--- src/rtl/i2c_mon_pkg.sv ---
// Shared types and constants for the I2C bus monitor.
//   evt_type_e  : event kinds carried in the event FIFO
//   mon_state_e : byte-framing FSM states
//   EVT_W       : packed event record width {type, data, ack, idx, match, rw}
//   pack_evt    : builds a packed event record
package i2c_mon_pkg;

    typedef enum logic [1:0] {
        EVT_START  = 2'd0,
        EVT_RSTART = 2'd1,
        EVT_STOP   = 2'd2,
        EVT_BYTE   = 2'd3
    } evt_type_e;

    typedef enum logic [1:0] {
        ST_IDLE   = 2'd0,
        ST_BITS   = 2'd1,
        ST_ACKBIT = 2'd2
    } mon_state_e;

    localparam int unsigned EVT_W = 17;

    function automatic logic [EVT_W-1:0] pack_evt(
        input evt_type_e  t,
        input logic [7:0] d,
        input logic       a,
        input logic [3:0] i,
        input logic       m,
        input logic       r
    );
        return {t, d, a, i, m, r};
    endfunction

endpackage

--- src/rtl/i2c_mon_fifo.sv ---
// Show-ahead event FIFO for the I2C bus monitor.
// Ports:
//   clk, resetn : system clock, async active-low reset
//   wr_en       : push request; accepted when not full, or when a pop
//                 happens in the same cycle
//   wr_data     : record to push
//   rd_en       : pop request; ignored when empty
//   rd_data     : head record (valid while !empty)
//   full, empty : occupancy flags
module i2c_mon_fifo
    import i2c_mon_pkg::*;
#(
    parameter int unsigned FIFO_DEPTH = 8
) (
    input  logic             clk,
    input  logic             resetn,
    input  logic             wr_en,
    input  logic [EVT_W-1:0] wr_data,
    input  logic             rd_en,
    output logic [EVT_W-1:0] rd_data,
    output logic             full,
    output logic             empty
);

    localparam int unsigned AW = $clog2(FIFO_DEPTH);

    logic [EVT_W-1:0] mem [FIFO_DEPTH];
    logic [AW:0]      wr_ptr;
    logic [AW:0]      rd_ptr;
    logic             do_wr;
    logic             do_rd;

    // Pointers carry one extra wrap bit to tell full from empty.
    assign empty = (wr_ptr == rd_ptr);
    assign full  = (wr_ptr[AW] != rd_ptr[AW]) &&
                   (wr_ptr[AW-1:0] == rd_ptr[AW-1:0]);
    assign do_rd = rd_en && !empty;
    assign do_wr = wr_en && (!full || do_rd);

    always_ff @(posedge clk or negedge resetn) begin
        if (!resetn) begin
            wr_ptr <= '0;
            rd_ptr <= '0;
        end else begin
            if (do_wr) wr_ptr <= wr_ptr + 1'b1;
            if (do_rd) rd_ptr <= rd_ptr + 1'b1;
        end
    end

    // When full with a simultaneous pop, the write lands in the slot being
    // popped; the head read is combinational so it still sees the old value.
    always_ff @(posedge clk) begin
        if (do_wr) mem[wr_ptr[AW-1:0]] <= wr_data;
    end

    assign rd_data = mem[rd_ptr[AW-1:0]];

endmodule

--- src/rtl/i2c_bus_monitor.sv ---
// Passive I2C bus analyzer. Oversamples SCL/SDA, decodes START, repeated
// START, STOP and 9-bit byte frames, and queues events in a ready/valid FIFO.
// Optional feature macro: I2C_MON_GLITCH_FILTER_EN (per-line glitch filter
// of FILTER_LEN clk cycles).
// Ports:
//   clk, resetn          : system clock (>= 8x SCL), async active-low reset
//   scl, sda             : raw bus lines (asynchronous, never driven)
//   evt_valid/evt_ready  : FIFO head handshake
//   evt_type             : 0=START 1=RSTART 2=STOP 3=BYTE
//   evt_data, evt_ack    : byte value and 9th bit for BYTE events, else 0
//   evt_idx              : byte index in transfer (0 = address), saturating
//   evt_match, evt_rw    : latched address match and R/W of the transfer
//   ovf, ovf_clr         : sticky drop flag and its clear pulse
module i2c_bus_monitor
    import i2c_mon_pkg::*;
#(
    parameter int unsigned           NUM_ADDR    = 2,
    parameter logic [NUM_ADDR*7-1:0] MATCH_ADDRS = {7'h25, 7'h50},
    parameter int unsigned           FIFO_DEPTH  = 8,
    parameter int unsigned           FILTER_LEN  = 3
) (
    input  logic       clk,
    input  logic       resetn,
    input  logic       scl,
    input  logic       sda,
    output logic       evt_valid,
    input  logic       evt_ready,
    output logic [1:0] evt_type,
    output logic [7:0] evt_data,
    output logic       evt_ack,
    output logic [3:0] evt_idx,
    output logic       evt_match,
    output logic       evt_rw,
    output logic       ovf,
    input  logic       ovf_clr
);

    if (FIFO_DEPTH < 2 || (FIFO_DEPTH & (FIFO_DEPTH - 1)) != 0) begin : g_bad_depth
        $error("FIFO_DEPTH must be a power of two and at least 2");
    end
    if (FILTER_LEN < 1) begin : g_bad_filter
        $error("FILTER_LEN must be at least 1");
    end

    // ---------------- input path ----------------
    logic [1:0] scl_sync, sda_sync;
    logic       scl_cur, sda_cur;
    logic       scl_prev, sda_prev;

    always_ff @(posedge clk or negedge resetn) begin
        if (!resetn) begin
            scl_sync <= '1;
            sda_sync <= '1;
        end else begin
            scl_sync <= {scl_sync[0], scl};
            sda_sync <= {sda_sync[0], sda};
        end
    end

`ifdef I2C_MON_GLITCH_FILTER_EN
    localparam int unsigned FCW = $clog2(FILTER_LEN + 1);
    logic [FCW-1:0] scl_cnt, sda_cnt;
    logic           scl_filt, sda_filt;

    // A line's filtered value follows only after FILTER_LEN consecutive
    // samples disagree with it; any agreeing sample restarts the count.
    always_ff @(posedge clk or negedge resetn) begin
        if (!resetn) begin
            scl_filt <= 1'b1;
            sda_filt <= 1'b1;
            scl_cnt  <= '0;
            sda_cnt  <= '0;
        end else begin
            if (scl_sync[1] == scl_filt) begin
                scl_cnt <= '0;
            end else if (scl_cnt == FCW'(FILTER_LEN - 1)) begin
                scl_filt <= scl_sync[1];
                scl_cnt  <= '0;
            end else begin
                scl_cnt <= scl_cnt + 1'b1;
            end
            if (sda_sync[1] == sda_filt) begin
                sda_cnt <= '0;
            end else if (sda_cnt == FCW'(FILTER_LEN - 1)) begin
                sda_filt <= sda_sync[1];
                sda_cnt  <= '0;
            end else begin
                sda_cnt <= sda_cnt + 1'b1;
            end
        end
    end

    assign scl_cur = scl_filt;
    assign sda_cur = sda_filt;
`else
    assign scl_cur = scl_sync[1];
    assign sda_cur = sda_sync[1];
`endif

    always_ff @(posedge clk or negedge resetn) begin
        if (!resetn) begin
            scl_prev <= 1'b1;
            sda_prev <= 1'b1;
        end else begin
            scl_prev <= scl_cur;
            sda_prev <= sda_cur;
        end
    end

    // SDA edges count as conditions only with SCL high on both samples, so a
    // simultaneous SCL/SDA change is never a condition.
    logic start_cond, stop_cond, scl_rise;
    assign start_cond = scl_prev && scl_cur &&  sda_prev && !sda_cur;
    assign stop_cond  = scl_prev && scl_cur && !sda_prev &&  sda_cur;
    assign scl_rise   = !scl_prev && scl_cur;

    // ---------------- framing FSM ----------------
    mon_state_e       state_q, state_d;
    logic [7:0]       shift_q, shift_d;
    logic [2:0]       bitcnt_q, bitcnt_d;
    logic [3:0]       idx_q, idx_d;
    logic             match_q, match_d;
    logic             rw_q, rw_d;
    logic             push_q, push_d;
    logic [EVT_W-1:0] rec_q, rec_d;
    logic             addr_hit;

    always_comb begin
        addr_hit = 1'b0;
        for (int unsigned i = 0; i < NUM_ADDR; i++) begin
            if (MATCH_ADDRS[i*7 +: 7] == shift_q[7:1]) addr_hit = 1'b1;
        end
    end

    always_ff @(posedge clk or negedge resetn) begin
        if (!resetn) begin
            state_q  <= ST_IDLE;
            shift_q  <= '0;
            bitcnt_q <= '0;
            idx_q    <= '0;
            match_q  <= 1'b0;
            rw_q     <= 1'b0;
            push_q   <= 1'b0;
            rec_q    <= '0;
        end else begin
            state_q  <= state_d;
            shift_q  <= shift_d;
            bitcnt_q <= bitcnt_d;
            idx_q    <= idx_d;
            match_q  <= match_d;
            rw_q     <= rw_d;
            push_q   <= push_d;
            rec_q    <= rec_d;
        end
    end

    always_comb begin
        state_d  = state_q;
        shift_d  = shift_q;
        bitcnt_d = bitcnt_q;
        idx_d    = idx_q;
        match_d  = match_q;
        rw_d     = rw_q;
        push_d   = 1'b0;
        rec_d    = '0;

        if (state_q == ST_IDLE) begin
            // Everything but START is ignored while idle.
            if (start_cond) begin
                push_d   = 1'b1;
                rec_d    = pack_evt(EVT_START, 8'h00, 1'b0, 4'd0, match_q, rw_q);
                state_d  = ST_BITS;
                bitcnt_d = '0;
                idx_d    = '0;
            end
        end else if (start_cond) begin
            // Any partially shifted byte is discarded.
            push_d   = 1'b1;
            rec_d    = pack_evt(EVT_RSTART, 8'h00, 1'b0, 4'd0, match_q, rw_q);
            state_d  = ST_BITS;
            bitcnt_d = '0;
            idx_d    = '0;
        end else if (stop_cond) begin
            push_d  = 1'b1;
            rec_d   = pack_evt(EVT_STOP, 8'h00, 1'b0, idx_q, match_q, rw_q);
            state_d = ST_IDLE;
        end else if (scl_rise) begin
            if (state_q == ST_BITS) begin
                shift_d = {shift_q[6:0], sda_cur};
                if (bitcnt_q == 3'd7) begin
                    state_d = ST_ACKBIT;
                end else begin
                    bitcnt_d = bitcnt_q + 1'b1;
                end
            end else begin
                // Address byte updates the latched match/rw and reports them.
                if (idx_q == 4'd0) begin
                    match_d = addr_hit;
                    rw_d    = shift_q[0];
                end
                push_d   = 1'b1;
                rec_d    = pack_evt(EVT_BYTE, shift_q, sda_cur, idx_q, match_d, rw_d);
                idx_d    = (idx_q == 4'hF) ? 4'hF : idx_q + 1'b1;
                bitcnt_d = '0;
                state_d  = ST_BITS;
            end
        end
    end

    // ---------------- event FIFO ----------------
    logic [EVT_W-1:0] head;
    logic             fifo_full, fifo_empty;

    i2c_mon_fifo #(
        .FIFO_DEPTH (FIFO_DEPTH)
    ) u_fifo (
        .clk     (clk),
        .resetn  (resetn),
        .wr_en   (push_q),
        .wr_data (rec_q),
        .rd_en   (evt_ready),
        .rd_data (head),
        .full    (fifo_full),
        .empty   (fifo_empty)
    );

    // A full FIFO is never empty, so a pop that frees a slot is just evt_ready.
    always_ff @(posedge clk or negedge resetn) begin
        if (!resetn) begin
            ovf <= 1'b0;
        end else if (push_q && fifo_full && !evt_ready) begin
            ovf <= 1'b1;
        end else if (ovf_clr) begin
            ovf <= 1'b0;
        end
    end

    logic [EVT_W-1:0] head_out;
    assign head_out  = fifo_empty ? '0 : head;
    assign evt_valid = !fifo_empty;
    assign evt_type  = head_out[16:15];
    assign evt_data  = head_out[14:7];
    assign evt_ack   = head_out[6];
    assign evt_idx   = head_out[5:2];
    assign evt_match = head_out[1];
    assign evt_rw    = head_out[0];

endmodule

--- config.mk ---
export PLATFORM = sky130hd
export DESIGN_NAME = i2c_bus_monitor
export DESIGN_NICKNAME = d
export VERILOG_FILES = /design/src/rtl/i2c_mon_pkg.sv /design/src/rtl/i2c_mon_fifo.sv /design/src/rtl/i2c_bus_monitor.sv
export SDC_FILE = /design/constraint.sdc
export NUM_CORES = 1
export LEC_CHECK = 0
export CAP_MARGIN = 25
export CORE_ASPECT_RATIO = 1.5
export CORE_MARGIN = 1
export CORE_UTILIZATION = 43
export DETAILED_ROUTE_END_ITERATION = 16
export PLACE_DENSITY_LB_ADDON = 0.05
export SYNTH_ARGS = -nofsm -noshare
export SYNTH_HDL_FRONTEND = slang
export SYNTH_SLANG_ARGS = --single-unit
--- constraint.sdc ---
create_clock -name clk -period 9.24 [get_ports clk]
set_input_delay 0.924 -clock clk [delete_from_list [all_inputs] [get_ports clk]]
set_output_delay 0.924 -clock clk [all_outputs]
set_load 0.02 [all_outputs]
* Word-level counts from Yosys, hierarchy flattened
Memory sizes are Yosys's and may differ from the RTL's.
Index checks and enable logic that the tools add are counted.
** Word-level totals
- Memories :: 1
- Logic and storage cells :: 107
- Output and inout port bits :: 19
- Memory bits (writable) :: 136
- Flip-flop bits (word level) :: 52
** Memory list
- u_fifo.mem :: words 8, width 17, read ports 1, clocked after memory_dff 0, wr ports 1, RTL line i2c_mon_fifo.sv:27 : logic [EVT_W-1:0] mem [FIFO_DEPTH];
** Cells by class
- Reductions and logical operators :: 28
- Muxes and demuxes :: 42
- Bitwise logic cells :: 4
- Equality and inequality tests :: 13
- Add/sub/neg operators :: 4
** Operators with widths (number)
- 17-bit 2-to-1 mux :: 6
- 4-bit 2-to-1 mux :: 7
- 3-bit 2-to-1 mux :: 7
- 2-bit 2-to-1 mux :: 8
- 1-bit 2-to-1 mux :: 14
- 4-bit by 1-bit adder with 4-bit output (second input constant) :: 3
- 1-bit logical AND :: 11
- 5-bit AND reduction :: 2
- 4-bit AND reduction :: 2
- 6-bit by 7-bit == test with 1-bit output (first input constant) :: 1
- 7-bit == test (first input constant) :: 1
- 1-bit zero test :: 6
- 2-bit inequality test (second input constant) :: 3
- 4-bit == test :: 1
- 4-bit == test (second input constant) :: 1
- 4-bit zero test :: 1
- 4-bit by 3-bit inequality test with 1-bit output (second input constant) :: 1
- 1-bit inverter :: 4
- 2-bit nonzero test :: 2
- 3-bit by 1-bit adder with 3-bit output (second input constant) :: 1
- 3-bit == test :: 1
- 3-bit == test (second input constant) :: 1
- 3-bit inequality test (second input constant) :: 1
- 3-bit AND reduction :: 1
- 5 further kinds :: 5

* Longest topological paths before layout
- Word-level depth :: 9
- Depth in mapped cells :: 6
- Gate-level depth less buffers :: 5

* Modules after synthesis
Synthesis repeated with hierarchy kept, for this count alone.
** Unflattened totals
- Cells, all modules :: 423
- Area, all modules :: 7746.2 sq um
** By module, submodules not included
- i2c_mon_fifo :: times used 1, seq. area each 4284.1 sq um, cells an instance 253, area each 5774.3 sq um
- i2c_bus_monitor :: times used 1, seq. area each 1108.6 sq um, cells an instance 170, area each 1971.9 sq um

* Least setup slack after synthesis
No wires, ideal clock.
- Path type :: input to register
- Start point :: input evt_ready
- End point :: memory u_fifo.mem[0][0], enable pin
- Setup slack :: 5.929 ns
- Arrival time :: 2.876 ns
- Stages on the path :: 3
- Path through :: nand2b_1 > nor2_2 > nor4_1
** On the way
- Cells in the longest elaborated chain, start to end :: 5
** Ends and longest elaborated chain
- start: declaration :: RTL line i2c_bus_monitor.sv:27 : input logic evt_ready,
- 1-bit logical AND :: RTL line i2c_mon_fifo.sv:37 : assign do_rd = rd_en && !empty;
- 1-bit logical OR :: RTL line i2c_mon_fifo.sv:38 : assign do_wr = wr_en && (!full || do_rd);
- 1-bit logical AND :: RTL line i2c_mon_fifo.sv:38
- 1-bit 2-to-1 mux :: RTL line i2c_mon_fifo.sv:53 : if (do_wr) mem[wr_ptr[AW-1:0]] <= wr_data;
- 1-bit 2-to-1 mux (implied by the code) :: RTL line i2c_mon_fifo.sv:53
- end: declaration :: RTL line i2c_mon_fifo.sv:27
Every way passes these cells.

* Worst setup path in the final report
- Start point :: register u_fifo.rd_ptr[0]
- End point :: output evt_match
** On the way
- Cells in the longest elaborated chain, start to end :: 2
- Elaborated cells between the ends (all ways) :: 3
- Those cells by class :: eq/ne (1); mux (1); memory (1)
** Ends and longest elaborated chain
- start: declaration :: RTL line i2c_mon_fifo.sv:29 : logic [AW:0] rd_ptr;
- start signal: assignment :: RTL line i2c_mon_fifo.sv:46 : if (do_rd) rd_ptr <= rd_ptr + 1'b1;
- memory 8 x 17 bit / 4-bit == test (equally long branches)
- 17-bit 2-to-1 mux * :: RTL line i2c_bus_monitor.sv:239 : assign head_out = fifo_empty ? '0 : head;
- end: declaration :: RTL line i2c_bus_monitor.sv:32 : output logic evt_match,
Mark *: on every way between the ends. The rest lies on a longest branch, timed or not.

==> impl_results.md <==
- Status: finished clean
- Final Max Slew Viols: 0
- Cells after Synth: 418
- Largest net degree at the start of global routing: 53
- H-tree depth: 4
- Post-synth ARST share: 27.66%
- Mux share of post-synthesis cell area: 14.35%
- Gr ovfl total: 0
- Fin crit period: 4.027 ns
- Area of the multi-input gates: 1992 sq um
- CTS clk-pin slew, worst paths: 0.06 ns
- Ys Warns: 0
- Post-Synth XOR/XNOR Area: 1.361%
- DR vias: 3,643
- Drt wl/cell: 20.12 um
- Slew @ Worst Pin: 0.9337 ns
- Number of synthesized flops with an enable pin: 136
- Seq/Total Area, Yosys: 71.52%
- Post-synth top area cell: edfxtp_1
- Flops & latches, synth: 188
- Final WL: 13,620 um
- P&R area growth vs syn: 14.90%
- Die W: 110.1 um
- Worst hold path class: reg -> reg
- ANT cells: 0
- Main flop type after synthesis: edfxtp_1
- Clk_lat worst skew: 0.42 ns
- Core area: 16,980 sq um
- # Post-CTS Setup Buffers: 0
- Post-Syn Area per Cell: 18.04 sq um
- Row Count: 58
- Fin crit share: 43.59%
- Cts bufs inserted: 17
- # fillers: 1,426
- Crit path DAT: 3.10 ns
- Root Driver: clkbuf_16
- # resized after CTS: 0
- Layout cells sized above 1: 23.55%
- Max transition margin: 37.76%
- Ranking of synthesized cells by area: edfxtp_1 54%, dfrtp_1 15%, mux4_2 10%, mux2i_1 2.3%, dfstp_2 2.1%
- Register area: 5394 sq um
- Initial Util: 44.40%
- Adder-cell area share of the yosys netlist: 0.9957%
- Final Wtd Congestion: 0.6799
- Post-route DRC violation count: 0
- Global route hottest layer: met2
- First-pass iteration count of the detailed router: 6
- Antenna violations before repair: 0
- Worst Path Max Fanout: 22
- First-pass GRT wire length: 21,940 um
- Placed cell areas: 8019 sq um
- Vias in the first global route: 3,927
- Setup violations, final: 0
- CTS Hold Bufs: 0
- Met3 usage: 3.849%
- Hold Path Cell Cnt: 0
- Die footprint: 18,080 sq um
- Worst EP required: 8.32 ns
- DP Wirelength: 8157 um
- Simple-gate share of the synthesized area: 6.223%
- Antenna viol nets, final: 0
- Total negative slack: 0 ns
- Maximum clock insertion buffer count: 2
- Synth Net Count: 430
- CP Class: reg -> out
- RSZ-0062 raised after global routing: false
- TritonCTS clock tree: done
- Setup Slack @ Placement: 5.577 ns
- Die Ht: 164.2 um
- Largest vdd supply drop: 0.0001558 V
- Max Clk Rate: 248.3 MHz
- Pwr per Cell Area: 300.6 nW/um^2
- DR iter-0 viols: 157
- Vias per Instance: 5.381
- Port-buffer cells: 24
- Nets: 466
- Synth Area in Compound Gates: 3.053%
- Clk sink count: 188
- Placed cells: 645
- Top-area cell type share of the netlist area: 54.17%
- Setup Skew: 0.007061 ns
- R2R depth: 5
- Total GRT Usage: 17.10%
- Worst setup margin: 5.213 ns
- Critical path capture point type: output pin
- I/O pins: 25
- Max Cap Viol: 0
- Fin area: 8663 sq um
- Grt met1 use: 21.70%
- Hold Vio Cnt, Final: 0
- Worst setup SP type: register
- Leakage: 3.212 nW
- Post-Syn Area: 7540 sq um
- Met2 global-route usage: 28.69%
- Finished Layout Cells: 677
- Distinct cell type count of the synthesized netlist: 52
- Largest family of logic cells by synthesized area: multiplexers
==> flip-flops by register name, summed over array words and instances (netlist names), 2 cells and up <==
signal	cells
bitcnt_q	3
u_fifo.rd_ptr	4
shift_q	8
sda_sync	2
u_fifo.mem	136
state_q	2
rec_q	17
u_fifo.wr_ptr	4
idx_q	4
scl_sync	2
==> layout make-up <==
type	count	share of cell area [%]
Timing Repair Buffer	36	3.755
Multi-Input combinational cell	199	22.99
Clock buffer	22	5.604
Sequential cell	188	62.26
Tap cell	210	3.033
Clock inverter	10	1.834
Inverter	12	0.5199
==> synth_stat cells, types with 4 or more instances <==
cell type	n
xnor2_1	6
mux2i_1	17
inv_1	12
dfstp_2	6
o21ai_0	10
nand3_1	6
nand2b_1	5
mux4_2	34
nand2_1	12
buf_2	8
a22o_1	4
and2_1	14
a21oi_1	6
mux2_2	11
nor2_1	27
edfxtp_1	136
nor3_1	5
dfrtp_1	46
ha_1	6
buf_6	7
==> worst max-delay path, stage by stage, from the launching register on <==
cell,delay (ns)
dfrtp_2,0.77
buf_4,0.52
mux4_2,0.56
mux2i_1,0.18
nor2_1,0.07
clkdlybuf4s50_1,0.57
==> power breakdown <==
part           internal, mW  total (mW)  switching, mW
logic                 0.384       0.771          0.387
clock network         0.484       0.779          0.295
registers             0.968        1.05         0.0854
total                  1.84        2.60          0.768
==> logic make-up after synthesis <==
logic type,Yosys count
adders and majority gates,6
AOI/OAI and AO/OA,32
buffers and inverters,31
muxes,64
xor gates and xnor gates,10
DFF,188
and+or+nand+nor,87
==> per-layer routing <==
layer / vias up / part of all wire, % / routed length, um
met1: 1913 / 44 / 5968
met5: - / 0 / 0
met3: 14 / 2.8 / 375
li1: 1672 / - / -
met4: 0 / 1.2 / 159
met2: 44 / 52 / 7118
==> worst paths after layout <==
kind,from,end,slack [ns]
max in group asynchronous,resetn,u_fifo.rd_ptr[0]$_DFFE_PN0P_,8.14
setup / recovery,u_fifo.rd_ptr[0]$_DFFE_PN0P_,evt_match,5.21
hold / removal,scl_sync[0]$_DFF_PN1_,scl_sync[1]$_DFF_PN1_,0.36
min in group asynchronous,resetn,u_fifo.wr_ptr[0]$_DFFE_PN0P_,0.61
setup reg to reg,u_fifo.rd_ptr[0]$_DFFE_PN0P_,u_fifo.mem[3][2]$_DFFE_PP_,6.95
hold reg to reg,scl_sync[0]$_DFF_PN1_,scl_sync[1]$_DFF_PN1_,0.36
==> through the flow <==
stage / util [%] / hold slack [ns] / power [mW]
floorplan: - / 0.3452 / 1.612
global placement: 47.22 / 0.3466 / 1.853
detailed placement: 47.22 / 0.3470 / 1.866
CTS: 51.02 / 0.3575 / 2.650
global route: 51.02 / 0.3585 / 2.741
finish: 51.02 / 0.3553 / 2.604
==> layout by cell type, fill, tap and decap left out, types with 10 or more instances in the layout <==
master,instances
and2_1,14
buf_4,12
clkbuf_16,18
clkdlybuf4s50_1,23
dfrtp_1,45
edfxtp_1,136
inv_1,12
mux2_2,11
mux2i_1,17
mux4_2,34
nand2_1,12
nor2_1,27
o21ai_0,10
Note: power is estimated with default switching activity, not from simulation.
